File: config.mk
export PLATFORM = sky130hd
export DESIGN_NAME = uart_rx_fifo
export DESIGN_NICKNAME = d
export VERILOG_FILES = /design/src/rtl/uart_rx_fifo_pkg.sv /design/src/rtl/uart_rx_fifo_sync_edge.sv /design/src/rtl/uart_rx_fifo.sv
export SDC_FILE = /design/constraint.sdc
export NUM_CORES = 1
export LEC_CHECK = 0
export ABC_CLOCK_PERIOD_IN_PS = 2900
export CAP_MARGIN = 15
export CELL_PAD_IN_SITES_DETAIL_PLACEMENT = 0
export CELL_PAD_IN_SITES_GLOBAL_PLACEMENT = 1
export CORE_MARGIN = 4
export CORE_UTILIZATION = 40
export DETAILED_ROUTE_END_ITERATION = 16
export GPL_TIMING_DRIVEN = 0
export PLACE_DENSITY_LB_ADDON = 0.05
export SETUP_SLACK_MARGIN = 0.05
export SYNTH_ARGS = -nofsm -noshare
export SYNTH_HDL_FRONTEND = slang
export SYNTH_SLANG_ARGS = --single-unit
File: constraint.sdc
create_clock -name clk -period 2.9 [get_ports clk]
set_input_delay 0.58 -clock clk [delete_from_list [all_inputs] [get_ports clk]]
set_output_delay 0.58 -clock clk [all_outputs]
set_load 0.02 [all_outputs]
File: src/rtl/uart_rx_fifo_pkg.sv
// Shared definitions for the UART receive FIFO: default widths, the push
// decision encoding and a constant log2 helper for sizing pointers.
package uart_rx_fifo_pkg;

  localparam int PAYLOAD_SIZE_DEF = 8;
  localparam int DEPTH_DEF        = 16;

  // Outcome of a received-byte event in the current cycle.
  typedef enum logic [1:0] {
    PUSH_IDLE      = 2'd0,
    PUSH_WRITE     = 2'd1,
    PUSH_DROP_ERR  = 2'd2,
    PUSH_DROP_FULL = 2'd3
  } push_e;

  // Ceiling log2, usable in constant expressions (port widths, localparams).
  function automatic int clog2(input int value);
    int result;
    int rem;
    result = 0;
    rem    = value - 1;
    while (rem > 0) begin
      result = result + 1;
      rem    = rem >> 1;
    end
    return result;
  endfunction

endpackage

File: src/rtl/uart_rx_fifo_sync_edge.sv
// Two-flop synchroniser for a level crossing from the rx_clk domain, plus one
// extra flop so a rising level becomes a single-cycle pulse in the clk domain.
module uart_rx_fifo_sync_edge (
  input  logic clk,
  input  logic rst_n,
  input  logic async_in,
  output logic level,
  output logic rise
);

  logic meta_q;
  logic sync_q;
  logic prev_q;

  // Synchroniser chain and the delayed copy used for edge detection.
  always_ff @(posedge clk or negedge rst_n) begin
    if (!rst_n) begin
      meta_q <= 1'b0;
      sync_q <= 1'b0;
      prev_q <= 1'b0;
    end else begin
      meta_q <= async_in;
      sync_q <= meta_q;
      prev_q <= sync_q;
    end
  end

  assign level = sync_q;
  assign rise  = sync_q & ~prev_q;

endmodule

File: src/rtl/uart_rx_fifo.sv
// Receive-side buffer behind the UART: turns each synchronised rx_done rising
// edge into a FIFO write and presents the FIFO head as a valid/ready stream.
// Bytes flagged by rx_error or arriving while full are dropped and recorded in
// sticky flags.
module uart_rx_fifo
  import uart_rx_fifo_pkg::*;
#(
  parameter int PAYLOAD_SIZE = PAYLOAD_SIZE_DEF,
  parameter int DEPTH        = DEPTH_DEF
) (
  input  logic                    clk,
  input  logic                    rst_n,
  input  logic [PAYLOAD_SIZE-1:0] uart_rx_data,
  input  logic                    uart_rx_done,
  input  logic                    uart_rx_error,
  input  logic                    clear,
  output logic [PAYLOAD_SIZE-1:0] m_data,
  output logic                    m_valid,
  input  logic                    m_ready,
  output logic [clog2(DEPTH):0]   count,
  output logic                    overflow,
  output logic                    frame_err
);

  localparam int                ADDR_W   = clog2(DEPTH);
  localparam logic [ADDR_W:0]   FULL_CNT = (ADDR_W + 1)'(DEPTH);

  logic                    done_level_unused;
  logic                    done_rise;
  logic                    err_level;
  logic                    err_rise_unused;

  logic [PAYLOAD_SIZE-1:0] mem [0:DEPTH-1];
  logic [ADDR_W-1:0]       wr_ptr;
  logic [ADDR_W-1:0]       rd_ptr;
  logic [ADDR_W:0]         count_q;
  logic                    overflow_q;
  logic                    frame_err_q;

  logic                    full;
  logic                    empty;
  logic                    pop;
  logic                    push;
  push_e                   push_sel;

  uart_rx_fifo_sync_edge u_sync_done (
    .clk      (clk),
    .rst_n    (rst_n),
    .async_in (uart_rx_done),
    .level    (done_level_unused),
    .rise     (done_rise)
  );

  // Only the synchronised error level matters; it qualifies the done edge.
  uart_rx_fifo_sync_edge u_sync_err (
    .clk      (clk),
    .rst_n    (rst_n),
    .async_in (uart_rx_error),
    .level    (err_level),
    .rise     (err_rise_unused)
  );

  assign full    = (count_q == FULL_CNT);
  assign empty   = (count_q == '0);
  assign pop     = ~empty & m_ready;
  assign push    = (push_sel == PUSH_WRITE);

  // Classify a received byte: errored bytes are dropped first, then bytes
  // that would not fit. A pop in the same cycle frees a slot, so full+pop
  // still accepts the write.
  always_comb begin
    push_sel = PUSH_IDLE;
    if (done_rise) begin
      if (err_level) begin
        push_sel = PUSH_DROP_ERR;
      end else if (full && !pop) begin
        push_sel = PUSH_DROP_FULL;
      end else begin
        push_sel = PUSH_WRITE;
      end
    end
  end

  // Storage array; not reset, contents are only observed through count.
  always_ff @(posedge clk) begin
    if (push && !clear) begin
      mem[wr_ptr] <= uart_rx_data;
    end
  end

  // Pointers, occupancy counter and sticky flags; clear overrides everything.
  always_ff @(posedge clk or negedge rst_n) begin
    if (!rst_n) begin
      wr_ptr      <= '0;
      rd_ptr      <= '0;
      count_q     <= '0;
      overflow_q  <= 1'b0;
      frame_err_q <= 1'b0;
    end else if (clear) begin
      wr_ptr      <= '0;
      rd_ptr      <= '0;
      count_q     <= '0;
      overflow_q  <= 1'b0;
      frame_err_q <= 1'b0;
    end else begin
      if (push) begin
        wr_ptr <= wr_ptr + 1'b1;
      end
      if (pop) begin
        rd_ptr <= rd_ptr + 1'b1;
      end
      if (push_sel == PUSH_DROP_ERR) begin
        frame_err_q <= 1'b1;
      end
      if (push_sel == PUSH_DROP_FULL) begin
        overflow_q <= 1'b1;
      end
      case ({push, pop})
        2'b10:   count_q <= count_q + 1'b1;
        2'b01:   count_q <= count_q - 1'b1;
        default: count_q <= count_q;
      endcase
    end
  end

  assign m_valid   = ~empty;
  assign m_data    = empty ? '0 : mem[rd_ptr];
  assign count     = count_q;
  assign overflow  = overflow_q;
  assign frame_err = frame_err_q;

endmodule

### Word level (Yosys, flattened, before mapping)

Memories as Yosys holds them, arrays and structs flattened.
Index checks and enable logic that the tools add are counted.

| operators by class | value |
|---|---|
| reductions and logical operators | 10 |
| add/sub/neg operators | 4 |
| muxes and demuxes | 16 |
| bitwise logic cells | 4 |
| equal/unequal tests | 6 |

Operator list:

| cell | number |
|---|---|
| $mux 4 | 4 |
| $pmux 5 s2 | 1 |
| $add 4x1->4 const B | 2 |
| $mux 8 | 1 |
| $reduce_bool 2->1 | 4 |
| $eq 2x2->1 const B | 3 |
| $mux 1 | 6 |
| $mux 2 | 3 |
| $add 5x1->5 const B | 1 |
| $eq 5x5->1 const B | 1 |
| $logic_not 5->1 | 1 |
| $mux 5 | 1 |
| $sub 5x1->5 const B | 1 |
| $eq 2x1->1 const B | 2 |
| $reduce_bool 3->1 | 1 |
| $and 1x1->1 | 2 |
| $logic_and 1x1->1 | 2 |
| $logic_not 1->1 | 2 |
| $not 1->1 | 2 |

| storage, ports and cells | value |
|---|---|
| output and inout bits | 16 |
| word-level logic and storage cells | 51 |
| memories kept | 1 |
| bits in writable memories | 128 |
| register bits after elaboration | 20 |

Memories:

| memory | depth | bits a word | rd ports | clocked after memory_dff | write ports | RTL line | RTL |
|---|---|---|---|---|---|---|---|
| mem | 16 | 8 | 1 | 0 | 1 | uart_rx_fifo.sv:33 | `logic [PAYLOAD_SIZE-1:0] mem [0:DEPTH-1];` |

### Longest topological paths before layout

Gate-level depths: netlist (run 1).

| depth | value |
|---|---|
| word-level depth | 12 |
| mapped depth | 9 |

### Cells and area by module

A second synthesis (run 1) with hierarchy kept.

| unflattened totals | value |
|---|---|
| cell total of the unflattened synthesis | 321 |
| area, all modules | 6084.6 um^2 |

By module, submodules not included:

| module | area an instance (um^2) | cells each | instances |
|---|---|---|---|
| uart_rx_fifo | 5906.9 | 313 | 1 |
| uart_rx_fifo_sync_edge | 88.8 | 4 | 2 |

### Worst setup path after synthesis (run 1)

OpenSTA, ideal clock, no wires.

| timing path | value |
|---|---|
| path kind | reg-to-reg |
| start point | register count_q[0] (netlist: count[0]) |
| end point | register count_q[4] (netlist: count[4]) |
| slack | 0.209 ns |
| stages on the path, launching flop included | 9 |
| library setup time | 0.125 ns |
| path buffers | 1 |
| arrival time | 2.566 ns |
| path through | dfrtp_1 or4_1 buf_2 o211ai_4 o21ai_0 ha_1 o31a_1 o32ai_1 mux2_4 |

| on the way | value |
|---|---|
| cells in the longest elaborated chain, start to end | 12 |
| elaborated cells between the ends (all ways) | 17 |
| classes of those cells | 2 x add/sub; 4 x eq/ne; 5 x mux; 2 x bitwise; 4 x reduce/logical |

RTL lines:

| item | RTL line | RTL |
|---|---|---|
| start, declared | uart_rx_fifo.sv:36 | `logic [ADDR_W:0] count_q;` |
| start signal, assigned | uart_rx_fifo.sv:119 | `2'b10: count_q <= count_q + 1'b1;` |
| start signal, assigned | uart_rx_fifo.sv:120 | `2'b01: count_q <= count_q - 1'b1;` |
| start signal, assigned | uart_rx_fifo.sv:121 | `default: count_q <= count_q;` |
| $logic_not 5->1 | uart_rx_fifo.sv:64 | `assign empty = (count_q == '0);` |
| $not 1->1 | uart_rx_fifo.sv:65 | `assign pop = ~empty & m_ready;` |
| $and 1x1->1 | uart_rx_fifo.sv:65 |  |
| $logic_not 1->1 | uart_rx_fifo.sv:76 | `end else if (full && !pop) begin` |
| $logic_and 1x1->1 | uart_rx_fifo.sv:76 |  |
| $mux 2 | uart_rx_fifo.sv:76 |  |
| $mux 2 | uart_rx_fifo.sv:74 | `if (err_level) begin` |
| $mux 2 | uart_rx_fifo.sv:73 | `if (done_rise) begin` |
| $eq 2x1->1 | uart_rx_fifo.sv:66 | `assign push = (push_sel == PUSH_WRITE);` |
| $eq 2x1->1 / $eq 2x2->1 (equally long branches) | uart_rx_fifo.sv:118 | `case ({push, pop})` |
| $pmux 5 s2 | uart_rx_fifo.sv:118 |  |
| $mux 5 | uart_rx_fifo.sv:99 | `end else if (clear) begin` |

Parallel ways exist; a longest one is shown, timed or not.
A chain may end at the register's enable or synchronous reset.

### Worst setup path in the final report (run 1)

Ends and elaborated chain as after synthesis.

==> results of run 1 <==
==> power by group <==
part | internal (µW) | switching (µW)
Sequential | 2360 | 72.5
Clock | 1510 | 826
Combinational | 893 | 971
Total | 4770 | 1870
==> layer usage <==
| layer | routed length [µm] | share of wire | vias to the layer above |
|---|---|---|---|
| met5 | 0 | 0 | - |
| met4 | 183 | 0.014 | 0 |
| met3 | 385 | 0.029 | 15 |
| met2 | 6396 | 0.49 | 57 |
| met1 | 6131 | 0.47 | 1679 |
| li1 | - | - | 1452 |
==> flip-flops by register name, summed over array words and instances, names as in the netlist <==
register / cells
count: 5
frame_err: 1
mem: 128
overflow: 1
rd_ptr: 4
u_sync_done.level: 1
u_sync_done.meta_q: 1
u_sync_done.prev_q: 1
u_sync_err.level: 1
u_sync_err.meta_q: 1
wr_ptr: 4
==> synthesized netlist by cell type, types with 3 or more instances <==
| master | count |
|---|---|
| sky130_fd_sc_hd__a211oi_1 | 3 |
| sky130_fd_sc_hd__a31oi_1 | 3 |
| sky130_fd_sc_hd__and3_1 | 8 |
| sky130_fd_sc_hd__buf_2 | 7 |
| sky130_fd_sc_hd__clkbuf_1 | 8 |
| sky130_fd_sc_hd__dfrtp_1 | 20 |
| sky130_fd_sc_hd__edfxtp_1 | 128 |
| sky130_fd_sc_hd__ha_1 | 7 |
| sky130_fd_sc_hd__inv_1 | 8 |
| sky130_fd_sc_hd__mux2i_1 | 18 |
| sky130_fd_sc_hd__mux4_2 | 32 |
| sky130_fd_sc_hd__nand2_1 | 6 |
| sky130_fd_sc_hd__nand3_1 | 9 |
| sky130_fd_sc_hd__nor2_1 | 24 |
| sky130_fd_sc_hd__nor3_1 | 4 |
| sky130_fd_sc_hd__o21ai_0 | 7 |
| sky130_fd_sc_hd__o22ai_1 | 8 |
| sky130_fd_sc_hd__xnor2_1 | 4 |
==> through the flow <==
stage,area [µm²],std cells,power (µW),util,hold WS [ps]
2_1_floorplan,6093,336,3554,-,284.4
3_3_place_gp,6604,548,4139,0.4476,334.1
3_5_place_dp,6604,548,4148,0.4476,338.9
4_1_cts,7421,582,6668,0.5030,352.7
5_1_grt,7441,584,6946,0.5043,369.5
6_report,7441,584,6638,0.5043,349.6
==> cells by family after synthesis <==
logic type,after synthesis,share of synthesized area
flops,148,0.7129
simple gates,62,0.05175
mux,51,0.1503
compound gates,37,0.04518
buf+inv,25,0.01684
fa+ha+maj,7,0.01437
xor+xnor,6,0.008624
==> final timing paths <==
check,from,to,cells after the start
worst max-delay path,count[0],count[4],9
worst min register to register,u_sync_done.meta_q,u_sync_done.level,0
max in group asynchronous,rst_n,rd_ptr[3],1
min in group asynchronous,rst_n,u_sync_err.meta_q,1
worst min-delay path,u_sync_done.meta_q,u_sync_done.level,0
worst max register to register,count[0],count[4],9
==> worst register-to-register path: stages, from the launching register on <==
cell                       delay (ps)
sky130_fd_sc_hd__dfrtp_2          480
sky130_fd_sc_hd__or4_1            530
sky130_fd_sc_hd__buf_2            190
sky130_fd_sc_hd__o211ai_4         220
sky130_fd_sc_hd__buf_4            160
sky130_fd_sc_hd__inv_1             90
sky130_fd_sc_hd__ha_4             250
sky130_fd_sc_hd__o31a_1           120
sky130_fd_sc_hd__o32ai_2          290
sky130_fd_sc_hd__mux2_4           330
==> repair_timing <==
action,in CTS,in global routing
resized for setup,67,9
buffers inserted,3,2
endpoints found under the setup margin,10,29
gates cloned,0,0
pin swaps,1,1
==> layout make-up <==
class	count	share of cell area
clock buffers	25	0.07970
inverters	8	0.004036
well taps	184	0.03094
flip-flops and latches	148	0.5842
multi-input cells	163	0.2326
clock inverters	7	0.009921
repair buffers	33	0.03733
plain buffers	16	0.02136
==> impl_summary.log, run 1 <==
[metrics] Top Ports: 30
[metrics] commonest non-fill, non-tap cell in the layout: sky130_fd_sc_hd__edfxtp_1
[metrics] sequential cell area in the final layout: approximately 0.0043 mm²
[metrics] cell row count: 44
[metrics] area growth from synthesis to layout: 22.12%
[metrics] die height: 131.4 µm
[metrics] n_diodes: 0
[metrics] clock period minus worst slack: 2776 ps
[metrics] number of flops mapped to enable cells by yosys: roughly 130
[metrics] DRC viols: 0
[metrics] Routed Wire Length: 13100 µm
[metrics] TritonCTS clock tree: yes
[metrics] result of the run: finished, final reports clean
[metrics] proportion of netlist area held by the largest area contributor: 0.6308
[metrics] met3 track demand over resource in global routing: 0.03823
[metrics] final setup violating endpoints: 0
[metrics] Clock Pin Slew Worst Setup and Hold Paths: about 60 ps
[metrics] CTS H-tree lvls: 4
[metrics] total congestion overflow: 0
[metrics] cell accounting for the most synthesized area: sky130_fd_sc_hd__edfxtp_1
[metrics] Static Leak: 0.002461 µW
[metrics] worst max-slew margin expressed relative to the limit: 0.3417
[metrics] type of element launching the critical path: register
[metrics] global-route wire length before repair: approximately 20000 µm
[metrics] total of warnings raised by yosys: 0
[metrics] number of flip-flops and latches in the synthesized netlist: 148
[metrics] Skew-Pair Late Insertion Delay: 410 ps
[metrics] final critical-path setup slack: ~120 ps
[metrics] Worst-Margin Slew: 983.8 ps
[metrics] maximum fanout encountered on the critical timing path: 9
[metrics] Hold WC Path Type: reg -> reg
[metrics] per-cell via count in the routed design: 5.485
[metrics] Synth Net Count: roughly 360
[metrics] CP Class: reg -> reg
[metrics] most utilized layer in the global route result: met2
[metrics] Core Region: 0.01475 mm²
[metrics] routability congestion estimate: around 0.77
[metrics] combined area of all synthesized cells: 0.006093 mm²
[metrics] starting DRC count in detailed routing: 210
[metrics] first drt pass iteration count: 4
[metrics] met1 track demand over resource in global routing: 0.2146
[metrics] setup slack of the most critical reg-to-reg path: ~120 ps
[metrics] worst slack at placement: -459.3 ps
[metrics] Critical Path Sink Type: register
[metrics] final slew viol count: 0
[metrics] crit-path leading delay family: compound AO/OA/AOI/OAI gates
[metrics] mean area per synthesized cell: roughly 18 µm²
[metrics] cells after synthesis: about 340
[metrics] Maximum Capacitance Violations: 0
[metrics] aggregate global-route resource usage: 0.1583
[metrics] power per cell area: slightly below 900 mW/mm²
[metrics] ratio of cells with drive above 1 in the final layout: 0.2750
[metrics] Buffers on Ports: 28
[metrics] Root Buffer: sky130_fd_sc_hd__clkbuf_16
[metrics] number of distinct standard cells referenced by the synthesized netlist: 45
[metrics] number of antenna violations at the first check in global routing: 0
[metrics] multi-input logic area: 0.001730 mm²
[metrics] vias after detailed routing: 3203
[metrics] part of the Yosys area used for sequential elements: 0.7129
[metrics] timing-limited maximum frequency: approximately 0.36 GHz
[metrics] Post-DRT Antenna Nets: 0
[metrics] number of hold buffers added after CTS: 0
[metrics] asr flop ratio synth: 0.1351
[metrics] starting density of the core: 0.4130
[metrics] RSZ-0062 raised after global routing: no
[metrics] leading cell types in the layout, fill and taps excluded: sky130_fd_sc_hd__edfxtp_1, sky130_fd_sc_hd__mux4_2, sky130_fd_sc_hd__nor2_1
[metrics] Main synth FF type: sky130_fd_sc_hd__edfxtp_1
[metrics] width of the chip: 131.4 µm
[metrics] Final TNS setup: 0 ps
[metrics] Filler cells: between 1000 and 1500
[metrics] peak per-stage delay on the critical path: ~520 ps
[metrics] sum of net half-perimeters after detailed placement: 8332 µm
[metrics] number of global-route vias before repair: around 3400
[metrics] total number of clock tree sinks: 148
[metrics] number of CTS-inserted buffers: 17
[metrics] Routed wire per std cell: 22.42 µm
[metrics] area of the die: 0.01727 mm²
[metrics] Global Route met2 Usage: 0.2533
[metrics] Arr. time, crit path: 3070 ps
[metrics] crit-path cells: or4_1 > buf_2 > o211ai_4 > buf_4 > inv_1 > ha_4 > o31a_1 > o32ai_2 > mux2_4
[metrics] Worst Clk Skew: a little under 8 ps
[metrics] final-stage net count: between 400 and 500
[metrics] largest net degree at the start of global routing: 21
[metrics] Critical-path top delay cell: sky130_fd_sc_hd__or4_1
[metrics] Buf+Inv Stages, Crit Path: 3
[metrics] Final Hold Fails: 0
[metrics] largest cells by area after synthesis: sky130_fd_sc_hd__edfxtp_1, sky130_fd_sc_hd__mux4_2, sky130_fd_sc_hd__dfrtp_1, sky130_fd_sc_hd__mux2i_1, sky130_fd_sc_hd__nor2_1
[metrics] maximum buffer depth of the clock tree: 2
[metrics] IR Drop Worst-Case VDD: between 0.0004 and 0.0005 V
[metrics] period utilisation layout: 0.9572
[metrics] worst endpoint required time: between 3000 and 4000 ps
Note: power is estimated with default switching activity, not from simulation.
==> run 2, diff against run 1 <==
Settings changed: GPL_TIMING_DRIVEN 0 to unset.
==> run 2 against run 1 <==
Against the previous run:
- critical path depth is 3 lower
- flip-flop and latch count stayed put
- routed wire length is 1.3% higher
- cell area is 2.6% higher
- utilization is 1.3 points higher
- first-iteration DRC count is 1.9% lower
- largest cell class unchanged
- largest power group unchanged
==> impl_summary.log, run 2 (synthesis gave the netlist of run 1 again) <==
[metrics] peak per-stage delay on the critical path: between 500 and 600 ps
[metrics] final-stage net count: 435
[metrics] Final TNS setup: 0 ps
[metrics] Routed Wire Length: about 13000 µm
[metrics] largest net degree at the start of global routing: 27
[metrics] area of the die: between 0.015 and 0.02 mm²
[metrics] TritonCTS clock tree: yes
[metrics] maximum fanout encountered on the critical timing path: 4
[metrics] Critical-path top delay cell: sky130_fd_sc_hd__mux4_2
[metrics] type of element launching the critical path: register
[metrics] CP Class: reg -> out
[metrics] total instance count after detailed placement: approximately 570
[metrics] cell area after layout: around 0.0076 mm²
[metrics] Filler cells: around 1300
[metrics] Buf+Inv Stages, Crit Path: 3
[metrics] max FFs per register: approximately 130
[metrics] length in cells of the worst reg-to-reg path: 7
[metrics] net switching power of the design: ~1900 µW
[metrics] uppermost signal routing layer after detailed routing: met4
[metrics] worst endpoint required time: ~2300 ps
[metrics] Routed wire per std cell: around 22 µm
[metrics] worst r2r src: count[0]
[metrics] total number of clock tree sinks: 148
[metrics] post-route core utilization: 0.5176
[metrics] number of antenna violations at the first check in global routing: 0
[metrics] number of CTS-inserted buffers: 17
[metrics] total number of cells along the worst setup path: 6
[metrics] clock period minus worst slack: between 2000 and 3000 ps
[metrics] final slew viol count: 0
[metrics] Buffers on Ports: 29
[metrics] maximum buffer depth of the clock tree: 2
[metrics] cell row count: 44
[metrics] IR Drop Worst-Case VDD: 0.0004135 V
[metrics] crit-path cells: buf_4 > buf_4 > mux4_2 > mux2i_2 > o22ai_1 > buf_2
[metrics] DRC viols: 0
[metrics] Worst Clk Skew: a little under 8 ps
[metrics] Maximum Capacitance Violations: 0
[metrics] detailed route wirelength on metal3: about 540 µm
[metrics] crit-path leading delay family: multiplexers
[metrics] dpl cell area: approximately 0.007 mm²
[metrics] result of the run: finished, final reports clean
[metrics] relative contribution of combinational cells to total power: 0.288
[metrics] commonest non-fill, non-tap cell in the layout: sky130_fd_sc_hd__edfxtp_1
[metrics] Hold WC Path Type: reg -> reg
[metrics] worst max-slew margin expressed relative to the limit: 0.5253
[metrics] routability congestion estimate: between 0.8 and 0.9
[metrics] n_diodes: 0
[metrics] leading cell types in the layout, fill and taps excluded: sky130_fd_sc_hd__edfxtp_1, sky130_fd_sc_hd__buf_4, sky130_fd_sc_hd__mux4_2
[metrics] Clock Pin Slew Worst Setup and Hold Paths: 60 ps
[metrics] CP most frequent cell: sky130_fd_sc_hd__buf_4
[metrics] part of the total power dissipated in sequential elements: 0.369
[metrics] Root Buffer: sky130_fd_sc_hd__clkbuf_16
[metrics] sum of net half-perimeters after detailed placement: slightly below 9000 µm
[metrics] vias after detailed routing: 3290
[metrics] timing-limited maximum frequency: around 0.36 GHz
[metrics] worst hold margin: ~350 ps
[metrics] Final Hold Fails: 0
[metrics] Core Region: roughly 0.015 mm²
[metrics] ratio of cells with drive above 1 in the final layout: 0.3185
[metrics] Post-DRT Antenna Nets: 0
[metrics] total internal power: between 4000 and 5000 µW
[metrics] Arr. time, crit path: between 2000 and 2500 ps
[metrics] Critical Path Sink Type: primary output
[metrics] Top Ports: 30
[metrics] post-route insts no fill: a little over 600
[metrics] starting DRC count in detailed routing: 206
[metrics] RSZ-0062 raised after global routing: yes
[metrics] share of power burned in the clock network: 0.343
[metrics] period utilisation layout: 0.9696
[metrics] Met1 Wirelength: ~6000 µm
[metrics] first drt pass iteration count: 4
[metrics] global-route wire length before repair: 20810 µm
[metrics] power per cell area: 860.4 mW/mm²
[metrics] Biggest register: mem
[metrics] net switching share of the total power: 0.2830
[metrics] Skew-Pair Late Insertion Delay: between 400 and 500 ps
[metrics] worst setup path startpoint: rd_ptr[0]
[metrics] number of global-route vias before repair: approximately 3500
[metrics] total congestion overflow: 0
[metrics] wire length on met2: 6770 µm
[metrics] Worst-Margin Slew: between 700 and 800 ps
[metrics] CTS H-tree lvls: 4
[metrics] width of the chip: approximately 130 µm
[metrics] per-cell via count in the routed design: ~5.4
[metrics] number of hold buffers added after CTS: 0
[metrics] capturing instance or port of the critical path: m_data[2]
[metrics] die height: approximately 130 µm
[metrics] area growth from synthesis to layout: 25.32%
[metrics] final setup violating endpoints: 0
[metrics] Static Leak: about 0.0026 µW
[metrics] aggregate global-route resource usage: 0.1626
[metrics] setup slack of the most critical reg-to-reg path: about 180 ps
[metrics] endpoint of the lowest-slack register-to-register path: count[4]
[metrics] starting density of the core: 0.4130
-- run 2: cell count changes in the layout (fill, tap and decap cells not counted), moves of 3 or more --
| cell | delta |
|---|---|
| sky130_fd_sc_hd__clkbuf_2 | -4 |
| sky130_fd_sc_hd__buf_12 | +3 |
| sky130_fd_sc_hd__clkinvlp_4 | -4 |
| sky130_fd_sc_hd__buf_2 | -3 |
| sky130_fd_sc_hd__clkinv_2 | +3 |
| sky130_fd_sc_hd__buf_4 | +35 |
| sky130_fd_sc_hd__clkbuf_1 | -3 |
| sky130_fd_sc_hd__clkbuf_8 | -3 |
-- run 2: metal layers --
| metal | GRT usage | vias up |
|---|---|---|
| li1 | - | 1511 |
| met1 | 0.2093 | 1703 |
| met2 | 0.2728 | 69 |
| met3 | 0.04014 | 7 |
| met4 | 0.05309 | 0 |
| met5 | 0 | - |
-- run 2: layout make-up --
class | count | area (µm²) | area share
Clock buffer | 23 | 543.0 | 0.07111
Tap cell | 184 | 230.2 | 0.03015
Inverter | 8 | 30.03 | 0.003932
Timing Repair Buffer | 76 | 698.2 | 0.09143
Clock inverter | 9 | 85.08 | 0.01114
Multi-Input combinational cell | 163 | 1704 | 0.2232
Sequential cell | 148 | 4345 | 0.5691
-- run 2: worst reg2reg max path, stage by stage (launching register included) --
cell	delay (ps)
sky130_fd_sc_hd__dfrtp_1	440
sky130_fd_sc_hd__or4_1	620
sky130_fd_sc_hd__o211ai_4	280
sky130_fd_sc_hd__inv_1	140
sky130_fd_sc_hd__ha_1	360
sky130_fd_sc_hd__o31a_1	140
sky130_fd_sc_hd__o32ai_2	310
sky130_fd_sc_hd__mux2_4	330
-- run 2: power groups by stage --
stage,Combinational (µW),Sequential (µW),Clock [µW]
after floorplan,1070,2480,0
after global placement,1780,2480,0
after detailed placement,1780,2480,0
after CTS,1860,2420,2300
after global routing,2040,2430,2400
final,1890,2430,2250
-- run 2: what timing repair did --
item / CTS / global route
resized for setup: 33 / 8
endpoints found under the setup margin: 8 / 7
gates cloned: 0 / 0
hold endpoints to repair: 0 / 0
setup buffers: 6 / 2
-- run 2: metrics by stage --
step,power [µW],setup slack (ps)
floorplan,3554,208.9
global placement,4257,91.50
detailed placement,4262,110.7
CTS,6580,57.37
global route,6876,26.54
finish,6570,88.27
-- run 2: how the worst min path moves through the flow --
stage	startpoint	endpoint	slack [ps]	cells after the start
2_1_floorplan	rst_n	count[0]	280	0
3_3_place_gp	u_sync_err.meta_q	u_sync_err.level	330	0
3_5_place_dp	u_sync_done.meta_q	u_sync_done.level	330	0
4_1_cts	u_sync_done.meta_q	u_sync_done.level	350	0
5_1_grt	u_sync_done.meta_q	u_sync_done.level	350	0
6_report	u_sync_done.meta_q	u_sync_done.level	350	0
